<file path="src/rtl/dwhh_grad_update_pkg.sv">
// ---------------------------------------------------------------------------
// dwhh_grad_update_pkg
//   Shared widths, types, FSM encoding and saturation helpers for the W_hh
//   gradient-accumulate / SGD-update block.
//   Fixed-point words carry FRAC_BITS fractional bits (ONE_FX = 1.0).
// ---------------------------------------------------------------------------
package dwhh_grad_update_pkg;

    localparam int DATABIT   = 16;
    localparam int FRAC_BITS = 12;
    localparam int ACCBIT    = 24;
    localparam int WNUM      = 64;
    localparam int TBIT      = 8;
    localparam int LANES     = 4;
    localparam int PRODBIT   = ACCBIT + DATABIT;
    localparam int ONE_FX    = 1 << FRAC_BITS;

    typedef logic signed [DATABIT-1:0] data_t;
    typedef logic signed [DATABIT:0]   diff_t;
    typedef logic signed [ACCBIT-1:0]  acc_t;
    typedef logic signed [ACCBIT:0]    accsum_t;
    typedef logic signed [PRODBIT-1:0] prod_t;
    typedef logic [1:0]                lane_t;

    localparam lane_t LANE_LAST = 2'd3;

    typedef enum logic [2:0] {
        ST_IDLE,
        ST_ACCUM,
        ST_SCALE,
        ST_UPDATE,
        ST_DONE
    } state_e;

    // Saturation bounds expressed at the widest working width.
    localparam prod_t DATA_MAX_P = prod_t'((64'sd1 <<< (DATABIT - 1)) - 64'sd1);
    localparam prod_t DATA_MIN_P = -DATA_MAX_P - prod_t'(1);
    localparam accsum_t ACC_MAX_S = accsum_t'((64'sd1 <<< (ACCBIT - 1)) - 64'sd1);
    localparam accsum_t ACC_MIN_S = -ACC_MAX_S - accsum_t'(1);

    // Clamp any signed value (sign-extended to PRODBIT) into a data word.
    function automatic data_t sat_to_data(input prod_t x);
        if (x > DATA_MAX_P) begin
            return data_t'(DATA_MAX_P);
        end else if (x < DATA_MIN_P) begin
            return data_t'(DATA_MIN_P);
        end
        return data_t'(x);
    endfunction

    // Clamp a one-bit-wider accumulator sum back into the accumulator range.
    function automatic acc_t sat_to_acc(input accsum_t x);
        if (x > ACC_MAX_S) begin
            return acc_t'(ACC_MAX_S);
        end else if (x < ACC_MIN_S) begin
            return acc_t'(ACC_MIN_S);
        end
        return acc_t'(x);
    endfunction

endpackage

</file>
<file path="src/rtl/dwhh_grad_update_if.sv">
// ---------------------------------------------------------------------------
// dwhh_grad_update_if
//   Bundles the control, gradient and weight-slice signals of
//   dwhh_grad_update.
//   master : the side that issues start / gradients (sequencer, bench)
//   slave  : the update block itself
//   Signals
//     start, seq_len, lr, w_in        run setup (sampled on start)
//     grad_valid, grad_0..grad_3      upstream gradient stage results
//     busy, w_valid, w_out, step_cnt  status and updated weight slice
// ---------------------------------------------------------------------------
interface dwhh_grad_update_if;
    import dwhh_grad_update_pkg::*;

    logic              start;
    logic [TBIT-1:0]   seq_len;
    data_t             lr;
    logic [WNUM-1:0]   w_in;
    logic              grad_valid;
    data_t             grad_0;
    data_t             grad_1;
    data_t             grad_2;
    data_t             grad_3;
    logic              busy;
    logic              w_valid;
    logic [WNUM-1:0]   w_out;
    logic [TBIT-1:0]   step_cnt;

    modport master (
        output start, seq_len, lr, w_in,
        output grad_valid, grad_0, grad_1, grad_2, grad_3,
        input  busy, w_valid, w_out, step_cnt
    );

    modport slave (
        input  start, seq_len, lr, w_in,
        input  grad_valid, grad_0, grad_1, grad_2, grad_3,
        output busy, w_valid, w_out, step_cnt
    );

endinterface

</file>
<file path="src/rtl/dwhh_grad_update_sgd_lane_step.sv">
// ---------------------------------------------------------------------------
// sgd_lane_step
//   Purely combinational SGD step for one lane:
//     step = sat_DATABIT( (acc * lr) >>> FRAC_BITS )
//   One instance is shared by all four lanes during the SCALE phase.
//   Ports
//     acc  in  ACCBIT  accumulated gradient (signed)
//     lr   in  DATABIT learning rate (signed, FRAC_BITS fraction)
//     step out DATABIT scaled, saturated update step
// ---------------------------------------------------------------------------
module sgd_lane_step
    import dwhh_grad_update_pkg::*;
(
    input  acc_t  acc,
    input  data_t lr,
    output data_t step
);

    prod_t prod;
    prod_t prod_shifted;

    // The full signed product of ACCBIT x DATABIT fits in PRODBIT, so no
    // bits are lost before the fractional realignment.
    assign prod         = prod_t'(acc) * prod_t'(lr);
    assign prod_shifted = prod >>> FRAC_BITS;
    assign step         = sat_to_data(prod_shifted);

endmodule

</file>
<file path="src/rtl/dwhh_grad_update.sv">
// ---------------------------------------------------------------------------
// dwhh_grad_update
//   Accumulates four-lane dh/dW_hh partial gradients over seq_len BPTT steps
//   in saturating ACCBIT accumulators, then applies one fixed-point SGD step
//   w_new = w - lr * sum(grad) to a packed 4-weight W_hh slice.
//   Ports
//     clk_18  block clock
//     rst_n   asynchronous active-low reset
//     bus     dwhh_grad_update_if.slave
//       start        one-cycle pulse; latches seq_len/lr/w_in in IDLE
//       seq_len      gradients per run (0 behaves as 1)
//       lr           learning rate
//       w_in         current weights, lane i = bits [16i+15:16i]
//       grad_valid   upstream valid; only its rising edge is counted
//       grad_0..3    per-lane gradient
//       busy         high from accepted start through the w_valid cycle
//       w_valid      one-cycle pulse with updated w_out
//       w_out        updated weights, held until the next update or reset
//       step_cnt     gradients accumulated in the current run
// ---------------------------------------------------------------------------
module dwhh_grad_update
    import dwhh_grad_update_pkg::*;
(
    input  logic               clk_18,
    input  logic               rst_n,
    dwhh_grad_update_if.slave  bus
);

    state_e          state_q;
    state_e          state_d;

    logic [TBIT-1:0] seq_len_q;
    logic [TBIT-1:0] step_cnt_q;
    data_t           lr_q;
    data_t           w_q      [LANES];
    acc_t            acc_q    [LANES];
    data_t           step_q   [LANES];
    lane_t           lane_q;
    logic            grad_valid_q;
    logic [WNUM-1:0] w_out_q;

    data_t           grad     [LANES];
    data_t           w_upd    [LANES];
    acc_t            lane_acc;
    data_t           lane_step;

    logic            grad_edge;
    logic            take_grad;
    logic            last_grad;
    logic            accept_start;
    logic            busy_c;
    logic            w_valid_c;

    assign grad[0] = bus.grad_0;
    assign grad[1] = bus.grad_1;
    assign grad[2] = bus.grad_2;
    assign grad[3] = bus.grad_3;

    // A result is counted once per rising edge of grad_valid, no matter how
    // long upstream holds the level.
    assign grad_edge    = bus.grad_valid & ~grad_valid_q;
    assign accept_start = (state_q == ST_IDLE) && bus.start;
    assign take_grad    = (state_q == ST_ACCUM) && grad_edge;
    assign last_grad    = take_grad && ((step_cnt_q + TBIT'(1)) == seq_len_q);

    // ------------------------------------------------------------------
    // FSM: state register
    // ------------------------------------------------------------------
    always_ff @(posedge clk_18 or negedge rst_n) begin
        if (!rst_n) begin
            // NOTE: clocked state uses non-blocking assignments so every
            // flop samples pre-edge values regardless of block order.
            state_q <= ST_IDLE;
        end else begin
            state_q <= state_d;
        end
    end

    // ------------------------------------------------------------------
    // FSM: next state and status outputs
    // ------------------------------------------------------------------
    always_comb begin
        // NOTE: each output of this block is defaulted first so that no
        // branch can leave a value unassigned and infer a latch.
        state_d   = state_q;
        busy_c    = 1'b1;
        w_valid_c = 1'b0;
        unique case (state_q)
            ST_IDLE: begin
                busy_c = 1'b0;
                if (bus.start) begin
                    state_d = ST_ACCUM;
                end
            end
            ST_ACCUM: begin
                if (last_grad) begin
                    state_d = ST_SCALE;
                end
            end
            ST_SCALE: begin
                if (lane_q == LANE_LAST) begin
                    state_d = ST_UPDATE;
                end
            end
            ST_UPDATE: begin
                state_d = ST_DONE;
            end
            ST_DONE: begin
                w_valid_c = 1'b1;
                state_d   = ST_IDLE;
            end
            default: begin
                state_d = ST_IDLE;
            end
        endcase
    end

    // ------------------------------------------------------------------
    // Shared lane multiplier, walked lane 0..3 during SCALE
    // ------------------------------------------------------------------
    assign lane_acc = acc_q[lane_q];

    sgd_lane_step u_lane_step (
        .acc  (lane_acc),
        .lr   (lr_q),
        .step (lane_step)
    );

    // The difference of two DATABIT words always fits in DATABIT+1, so
    // only the final clamp is needed.
    always_comb begin
        for (int i = 0; i < LANES; i++) begin
            w_upd[i] = sat_to_data(prod_t'(diff_t'(w_q[i]) - diff_t'(step_q[i])));
        end
    end

    // ------------------------------------------------------------------
    // Datapath registers
    // ------------------------------------------------------------------
    always_ff @(posedge clk_18 or negedge rst_n) begin
        if (!rst_n) begin
            seq_len_q    <= '0;
            step_cnt_q   <= '0;
            lr_q         <= '0;
            lane_q       <= '0;
            grad_valid_q <= 1'b0;
            w_out_q      <= '0;
            // NOTE: these small arrays are flops, not RAM, so they take the
            // async reset like any other register.
            for (int i = 0; i < LANES; i++) begin
                w_q[i]    <= '0;
                acc_q[i]  <= '0;
                step_q[i] <= '0;
            end
        end else begin
            // Tracked in every state so a level held through start does not
            // look like a fresh edge once ACCUM is entered.
            grad_valid_q <= bus.grad_valid;

            if (accept_start) begin
                seq_len_q  <= (bus.seq_len == '0) ? TBIT'(1) : bus.seq_len;
                lr_q       <= bus.lr;
                step_cnt_q <= '0;
                lane_q     <= '0;
                for (int i = 0; i < LANES; i++) begin
                    w_q[i]   <= data_t'(bus.w_in[DATABIT*i +: DATABIT]);
                    acc_q[i] <= '0;
                end
            end

            if (take_grad) begin
                step_cnt_q <= step_cnt_q + TBIT'(1);
                for (int i = 0; i < LANES; i++) begin
                    acc_q[i] <= sat_to_acc(accsum_t'(acc_q[i]) + accsum_t'(grad[i]));
                end
            end

            if (state_q == ST_SCALE) begin
                step_q[lane_q] <= lane_step;
                lane_q         <= lane_q + lane_t'(1);
            end

            if (state_q == ST_UPDATE) begin
                for (int i = 0; i < LANES; i++) begin
                    w_out_q[DATABIT*i +: DATABIT] <= w_upd[i];
                end
            end
        end
    end

    assign bus.busy     = busy_c;
    assign bus.w_valid  = w_valid_c;
    assign bus.w_out    = w_out_q;
    assign bus.step_cnt = step_cnt_q;

endmodule

</file>
<file path="src/flat_wrapper.sv">
// flat-port wrapper written by rule: the top's interface ports become plain ports
module dwhh_grad_update_flat import dwhh_grad_update_pkg::*;
  (clk_18, rst_n, bus_start, bus_seq_len, bus_lr, bus_w_in, bus_grad_valid, bus_grad_0, bus_grad_1, bus_grad_2, bus_grad_3, bus_busy, bus_w_valid, bus_w_out, bus_step_cnt);
  dwhh_grad_update_if bus_i ();
  input  logic clk_18;
  input  logic rst_n;
  input wire logic [$bits(bus_i.start)-1:0] bus_start;
  input wire logic [$bits(bus_i.seq_len)-1:0] bus_seq_len;
  input wire logic [$bits(bus_i.lr)-1:0] bus_lr;
  input wire logic [$bits(bus_i.w_in)-1:0] bus_w_in;
  input wire logic [$bits(bus_i.grad_valid)-1:0] bus_grad_valid;
  input wire logic [$bits(bus_i.grad_0)-1:0] bus_grad_0;
  input wire logic [$bits(bus_i.grad_1)-1:0] bus_grad_1;
  input wire logic [$bits(bus_i.grad_2)-1:0] bus_grad_2;
  input wire logic [$bits(bus_i.grad_3)-1:0] bus_grad_3;
  output wire logic [$bits(bus_i.busy)-1:0] bus_busy;
  output wire logic [$bits(bus_i.w_valid)-1:0] bus_w_valid;
  output wire logic [$bits(bus_i.w_out)-1:0] bus_w_out;
  output wire logic [$bits(bus_i.step_cnt)-1:0] bus_step_cnt;
  assign bus_i.start = bus_start;
  assign bus_i.seq_len = bus_seq_len;
  assign bus_i.lr = bus_lr;
  assign bus_i.w_in = bus_w_in;
  assign bus_i.grad_valid = bus_grad_valid;
  assign bus_i.grad_0 = bus_grad_0;
  assign bus_i.grad_1 = bus_grad_1;
  assign bus_i.grad_2 = bus_grad_2;
  assign bus_i.grad_3 = bus_grad_3;
  assign bus_busy = bus_i.busy;
  assign bus_w_valid = bus_i.w_valid;
  assign bus_w_out = bus_i.w_out;
  assign bus_step_cnt = bus_i.step_cnt;
  dwhh_grad_update u_core (.clk_18(clk_18), .rst_n(rst_n), .bus(bus_i));
endmodule
</file>
<file path="config.mk">
export PLATFORM = sky130hd
export DESIGN_NAME = dwhh_grad_update_flat
export DESIGN_NICKNAME = d
export VERILOG_FILES = /design/src/rtl/dwhh_grad_update_pkg.sv /design/src/rtl/dwhh_grad_update_if.sv /design/src/rtl/dwhh_grad_update_sgd_lane_step.sv /design/src/rtl/dwhh_grad_update.sv /design/src/flat_wrapper.sv
export SDC_FILE = /design/constraint.sdc
export NUM_CORES = 2
export LEC_CHECK = 0
export ABC_AREA = 1
export ABC_CLOCK_PERIOD_IN_PS = 8600
export BUFFER_PORTS_ARGS = -buffer_cell sky130_fd_sc_hd__buf_2
export CORE_ASPECT_RATIO = 0.7
export CORE_MARGIN = 2
export CORE_UTILIZATION = 44
export DETAILED_ROUTE_END_ITERATION = 8
export PLACE_DENSITY_LB_ADDON = 0.15
export SLEW_MARGIN = 20
export SYNTH_ARGS = -nofsm -noshare
export SYNTH_HDL_FRONTEND = slang
export SYNTH_SLANG_ARGS = --single-unit
</file>
<file path="constraint.sdc">
create_clock -name clk_18 -period 8.6 [get_ports clk_18]
set_clock_uncertainty 0.1 [all_clocks]
set_input_delay 0.43 -clock clk_18 [delete_from_list [all_inputs] [get_ports clk_18]]
set_output_delay 0.43 -clock clk_18 [all_outputs]
set_load 0.05 [all_outputs]
</file>
Yosys cells after proc, flatten, opt, wreduce, memory -nomap -nowiden
Cells that the tools add are included.
{"block": "totals", "register_bits": 326, "input_bits": 156, "output_inout_bits": 74, "elab_cells": 139}
{"block": "classes", "addsub": 10, "mul": 1, "n_lt_le_gt_ge": 20, "n_eq_ne": 9, "mux": 68, "bitwise_logic": 3, "reduce_logical": 9}
{"op": "24-bit 2-to-1 mux", "count": 14}
{"op": "16-bit 2-to-1 mux", "count": 16}
{"op": "96-bit 2-to-1 mux", "count": 2}
{"op": "40-bit by 16-bit greater-than comparator with 1-bit output (second input constant)", "count": 4}
{"op": "40-bit by 16-bit < comparator with 1-bit output (second input constant)", "count": 4}
{"op": "24-bit by 16-bit adder with 25-bit output", "count": 4}
{"op": "25-bit by 24-bit greater-than comparator with 1-bit output (second input constant)", "count": 4}
{"op": "25-bit by 24-bit < comparator with 1-bit output (second input constant)", "count": 4}
{"op": "16-bit by 16-bit subtractor with 17-bit output", "count": 4}
{"op": "64-bit bitwise mux", "count": 1}
{"op": "24-bit binary-select mux with 2-bit select", "count": 1}
{"op": "24-bit by 16-bit multiplier with 40-bit output", "count": 1}
{"op": "16-bit demux with 2-bit select", "count": 1}
{"op": "28-bit by 16-bit greater-than comparator with 1-bit output (second input constant)", "count": 1}
{"op": "28-bit by 16-bit < comparator with 1-bit output (second input constant)", "count": 1}
{"op": "1-bit 2-to-1 mux", "count": 24}
{"op": "8-bit 2-to-1 mux", "count": 3}
{"op": "3-bit case mux with 4 select lines", "count": 1}
{"op": "3-bit 2-to-1 mux", "count": 3}
{"op": "8-bit by 1-bit adder with 8-bit output (second input constant)", "count": 1}
{"op": "8-bit == test", "count": 1}
{"op": "8-bit logical NOT", "count": 1}
{"op": "3-bit by 2-bit == test with 1-bit output (second input constant)", "count": 2}
{"op": "1-bit logical AND", "count": 4}
{"op": "other kinds (15)", "count": 18}

Longest topological paths before layout
{"block": "depth", "word_depth": 10, "mapped_depth": 41}

Cells and area by module
Synthesis repeated with hierarchy kept, for this count alone.
{"block": "unflattened", "hier_cells": 5583, "hier_area_um2": 38744.7}
{"module": "dwhh_grad_update", "n_inst": 1, "cells_per_inst": 3478, "area_each_um2": 23531.3, "seq_area_each_um2": 8157.8}
{"module": "sgd_lane_step", "n_inst": 1, "cells_per_inst": 2105, "area_each_um2": 15213.3, "seq_area_each_um2": 0.0}

Worst setup path before layout
OpenSTA, ideal clock, no wires.
{"block": "synth_timing", "path_type": "register -> register", "startpoint": "register u_core.lane_q[1]", "endpoint": "register u_core.step_q[24] (netlist name)", "setup_ps": 66, "arrival_ps": 7192, "required_ps": 8434, "slack_ps": 1243, "stages_incl_launch_ff": 33, "n_path_buf": 3, "synth_period_minus_slack_ps": 7357, "cell_sequence": "dfrtp_1 -> inv_2 -> buf_1 -> a21oi_1 -> o21ai_0 -> nand2_1 -> clkbuf_1 -> nor2_1 -> fa_1 -> fa_1 -> fa_1 -> fa_1 -> fa_1 -> inv_1 -> fa_1 -> inv_1 -> ha_1 -> inv_1 -> nor3_1 -> nand2_1 -> nor3_1 -> nand3_1 -> nand3_1 -> xor2_1 -> nand3_1 -> nor2_1 -> nand3_1 -> nand2_2 -> buf_8 -> nand2_2 -> nand2_2 -> nand2_1 -> nand2_1"}
{"block": "synth_via", "elab_chain_cells": 10, "elab_cells_between_ends": 17, "cone_classes": "mul (1); order compare (4); mux (10); bitwise (1); reduce/logical (1)"}
{"item": "start, declared", "line": "dwhh_grad_update.sv:38", "text": "lane_t lane_q;"}
{"item": "start signal, assigned", "line": "dwhh_grad_update.sv:180", "text": "lane_q <= lane_q + lane_t'(1);"}
{"item": "2-bit NOT with 3-bit output (not written as such) *", "line": "dwhh_grad_update.sv:121, dwhh_grad_update.sv:179"}
{"item": "24-bit binary-select mux with 2-bit select", "line": "dwhh_grad_update.sv:121", "text": "assign lane_acc = acc_q[lane_q];"}
{"item": "24-bit 2-to-1 mux (not written as such) (2 in a row)", "line": "dwhh_grad_update.sv:121"}
{"item": "24-bit by 16-bit multiplier with 40-bit output", "line": "dwhh_grad_update_sgd_lane_step.sv:24", "text": "assign prod = prod_t'(acc) * prod_t'(lr);"}
{"item": "28-bit by 16-bit < comparator with 1-bit output", "line": "dwhh_grad_update_pkg.sv:45", "text": "end else if (x < DATA_MIN_P) begin"}
{"item": "1-bit 2-to-1 mux", "line": "dwhh_grad_update_pkg.sv:45"}
{"item": "1-bit 2-to-1 mux", "line": "dwhh_grad_update_pkg.sv:43", "text": "if (x > DATA_MAX_P) begin"}
{"item": "16-bit 2-to-1 mux", "line": "dwhh_grad_update_pkg.sv:48", "text": "return data_t'(x);"}
{"item": "64-bit bitwise mux *", "line": "dwhh_grad_update.sv:179", "text": "step_q[lane_q] <= lane_step;"}
{"item": "end signal, assigned by index", "line": "dwhh_grad_update.sv:179"}
{"item": "end, declared", "line": "dwhh_grad_update.sv:37", "text": "data_t step_q [LANES];"}
Every way passes the cells marked *; elsewhere a longest branch is shown, timed or not. The select of a mux whose other input is x is not followed.
A chain may end at the register's enable or synchronous reset.

Final worst setup path
{"block": "layout_timing", "startpoint": "register u_core.lane_q[0]", "endpoint": "register u_core.step_q[51] (netlist name)"}
Same word-level chain as after synthesis.

==> flow_summary_export.csv <==
group,metric,value,unit
outcome,outcome,"finished clean",
yosys,synth_seq_area_share,0.229,
setup_path,worstSetupStartpointType,"flip-flop",
floorplan,initial_core_util,0.443,
placed_design,dp_slack,-0.0597,ns
detailed_routing,totalWireLength,118000,µm
detailed_routing,ant_nets,0,
global_route,grt_antenna_before_repair,3,
setup_path,crit_slowest_cell,"dfrtp_4",
yosys,ys.flop_type,"dfrtp_1",
setup_path,r2r_start,"u_core.lane_q[0]",
floorplan,dieArea,83200,µm²
detailed_routing,vias_per_cell,5.25,
setup_path,reg2reg_depth,33,
detailed_routing,wl_met3,13100,µm
yosys,synth-async-reset-ratio,1.00,
finish,final_cell_mix,"1250 x nand2_1, 803 x inv_1, 381 x fa_1, 359 x nor2_1, 325 x dfrtp_1",
detailed_routing,drt_iter0_drc,2732,
worst_hold_path,min_path_type,"input pin to flip-flop",
setup_path,crit_buf_inv,7,
worst_hold_path,hp-start,"bus_w_in[15]",
setup_path,crit_family,"adder cells",
clock_tree,clk_pin_slew,0.07,ns
sta,hold_viol_final,0,
yosys,synth_area,35600,µm²
setup_path,cp_max_fo,16,
detailed_routing,via_count,32000,
placed_design,port_buffers,229,
global_route,grt_usage,0.287,
finish,multi_input_area,23900,µm²
global_route,grt_pass1_vias,31400,
yosys,ys_warn_count,0,
global_route,grt_pass1_wl,185000,µm
floorplan,dieWidth,344,µm
sta,slew_headroom,0.330,
finish,layout-drive-gt1-share,0.0967,
sta,post-route-period-util,0.964,
sta,period_minus_slack,8.29,ns
yosys,synthCells,4667,
clock_tree,clk_latency,0.60,ns
finish,syn2layout_area_growth,14.8,%
finish,fin_nets,5802,
worst_hold_path,hold_depth,3,
clock_tree,numCtsBuffers,39,
detailed_routing,drc_errors,0,
setup_path,crit_path_end_kind,"flip-flop",
setup_path,cp_common_cell,"nand2_1",
setup_path,worstSetupPathType,"flip-flop to flip-flop",
detailed_routing,dr.pass1.iters,6,
yosys,avgSynthCellArea,7.63,µm²
floorplan,io_pins,230,
yosys,synth_seq_cells,326,
placed_design,place_hpwl,93900,µm
detailed_routing,topRoutingLayerUsed,"met5",
finish,fill_cells,7984,
global_route,grt_max_degree,163,
floorplan,fp.dieH,242,µm
flow_run,max-cap-violations,0,
clock_tree,cts_root_buffer,"clkbuf_16",
sta,tightest_slew,1.00,ns
setup_path,slowest_delay,0.58,ns
setup_path,cp.arrival,8.71,ns
detailed_routing,wl_per_cell,19.3,µm
floorplan,coreArea,80300,µm²
sta,maxSlewViolCount,0,
yosys,synth_fp_nets,5464,
setup_path,required,9.02,ns
sta,timing.fmax,121,MHz
finish,seqCellArea,8160,µm²
worst_hold_path,hold-path-endpoint,"u_core.w_q[63]",
finish,final_common_cell,"nand2_1",
clock_tree,clock_sinks,326,
yosys,synth_edf_count,0,
placed_design,routabilityCongestion,0.968,
setup_path,r2r-end,"u_core.step_q[51]",
floorplan,rows,87,
global_route,grt-ovfl-total,0,
sta,hold_ws,0.0743,ns
detailed_routing,met2WireLength,44800,µm
sta,finalSetupViolCount,0,
yosys,ys_types,55,
setup_path,rrSetupSlack,0.31,ns
clock_tree,cts_tree,"done",
sta,worst_slack,0.312,ns
clock_tree,htree_num_levels,2,
clock_tree,clk_path_buf_depth,3,
detailed_routing,wl_met1,57700,µm
==> per-stage QoR <==
step / util / TNS (ns) / cell area (µm²) / std cells
after floorplan: - / 0 / 35600 / 4667
after global placement: 0.478 / -6.67 / 38400 / 5936
after detailed placement: 0.478 / -1.71 / 38400 / 5936
after CTS: 0.506 / 0 / 40700 / 6095
after global routing: 0.509 / -0.0386 / 40900 / 6103
final: 0.509 / 0 / 40900 / 6104
==> metal layers <==
layer,up-vias,track usage
met5,-,0
met4,6,0.0549
met3,123,0.0941
met2,1183,0.376
met1,15500,0.454
li1,15200,-
==> kinds of logic (layout without fill, tap and decap cells) <==
group / after synthesis / in the layout / synth area share
buffers and inverters: 950 / 1318 / 0.101
AOI/OAI and AO/OA: 675 / 675 / 0.107
and+or+nand+nor: 1913 / 1913 / 0.217
DFF: 326 / 326 / 0.229
xor gates and xnor gates: 162 / 162 / 0.0399
adders and majority gates: 641 / 641 / 0.306
other: 0 / 1 / 0
==> worst register-to-register path, delay by kind of cell (launching register included) <==
kind	cells	cell delay, ns
fa+ha+maj	7	3.40
xor+xnor	1	0.24
simple gates	15	2.42
buf+inv	7	1.08
compound gates	3	0.38
flops	1	0.58
==> flip-flops by register name (all words and copies together), names as in the netlist <==
register	flops
u_core.bus.step_cnt	8
u_core.bus.w_out	64
u_core.seq_len_q	8
u_core.grad_valid_q	1
u_core.w_q	64
u_core.step_q	64
u_core.lane_q	2
u_core.acc_q	96
u_core.lr_q	16
u_core.state_q	3
==> cell type report <==
type | instances | share of cell area
antenna | 1 | 0.0000613
clock buffer | 50 | 0.0264
clock inverter | 21 | 0.00854
inverter | 825 | 0.0766
multi-input combinational | 3391 | 0.586
sequential | 326 | 0.200
tap | 1068 | 0.0327
timing repair buffer | 420 | 0.0700
timing repair inverter | 2 | 0.000368
==> synthesized netlist by cell type (all sizes together), types with 10 or more instances <==
cell	count	area share
nand2	1287	0.14
inv	812	0.086
fa	381	0.21
nor2	364	0.039
dfrtp	326	0.23
o21ai	261	0.037
ha	260	0.091
a21oi	257	0.036
nand3	153	0.022
xor2	118	0.029
clkbuf	99	0.010
nor3	49	0.0069
xnor2	44	0.011
o22a	27	0.0066
buf	26	0.0040
a31oi	24	0.0044
o21bai	23	0.0049
nand4	19	0.0033
o21a	15	0.0032
clkinv	13	0.0014
nor4	13	0.0023
a21o	11	0.0023
a21boi	10	0.0021
o31ai	10	0.0021
or2	10	0.0018
==> worst max path at each step <==
stage / startpoint / to / slack [ns] / cells after the start
global route: u_core.lane_q[0] / u_core.step_q[49] / -0.02 / 33
global placement: u_core.lane_q[0] / u_core.step_q[19] / -0.14 / 31
detailed placement: u_core.lane_q[0] / u_core.step_q[53] / -0.06 / 31
CTS: u_core.lane_q[0] / u_core.step_q[51] / 0.07 / 30
finish: u_core.lane_q[0] / u_core.step_q[51] / 0.31 / 33
floorplan: u_core.lane_q[1] / u_core.step_q[24] / 1.24 / 32
==> what timing repair did <==
action / CTS / global route
hold endpoints to repair: 159 / 0
hold buffers: 88 / 0
gates resized for setup: 5 / 34
setup endpoints to repair: 56 / 60
buffers inserted: 0 / 6
cloned: 0 / 2
Power is left out: the tool's default activity adds up to more than one toggle a clock period on the data nets, which glitch-free logic cannot reach.
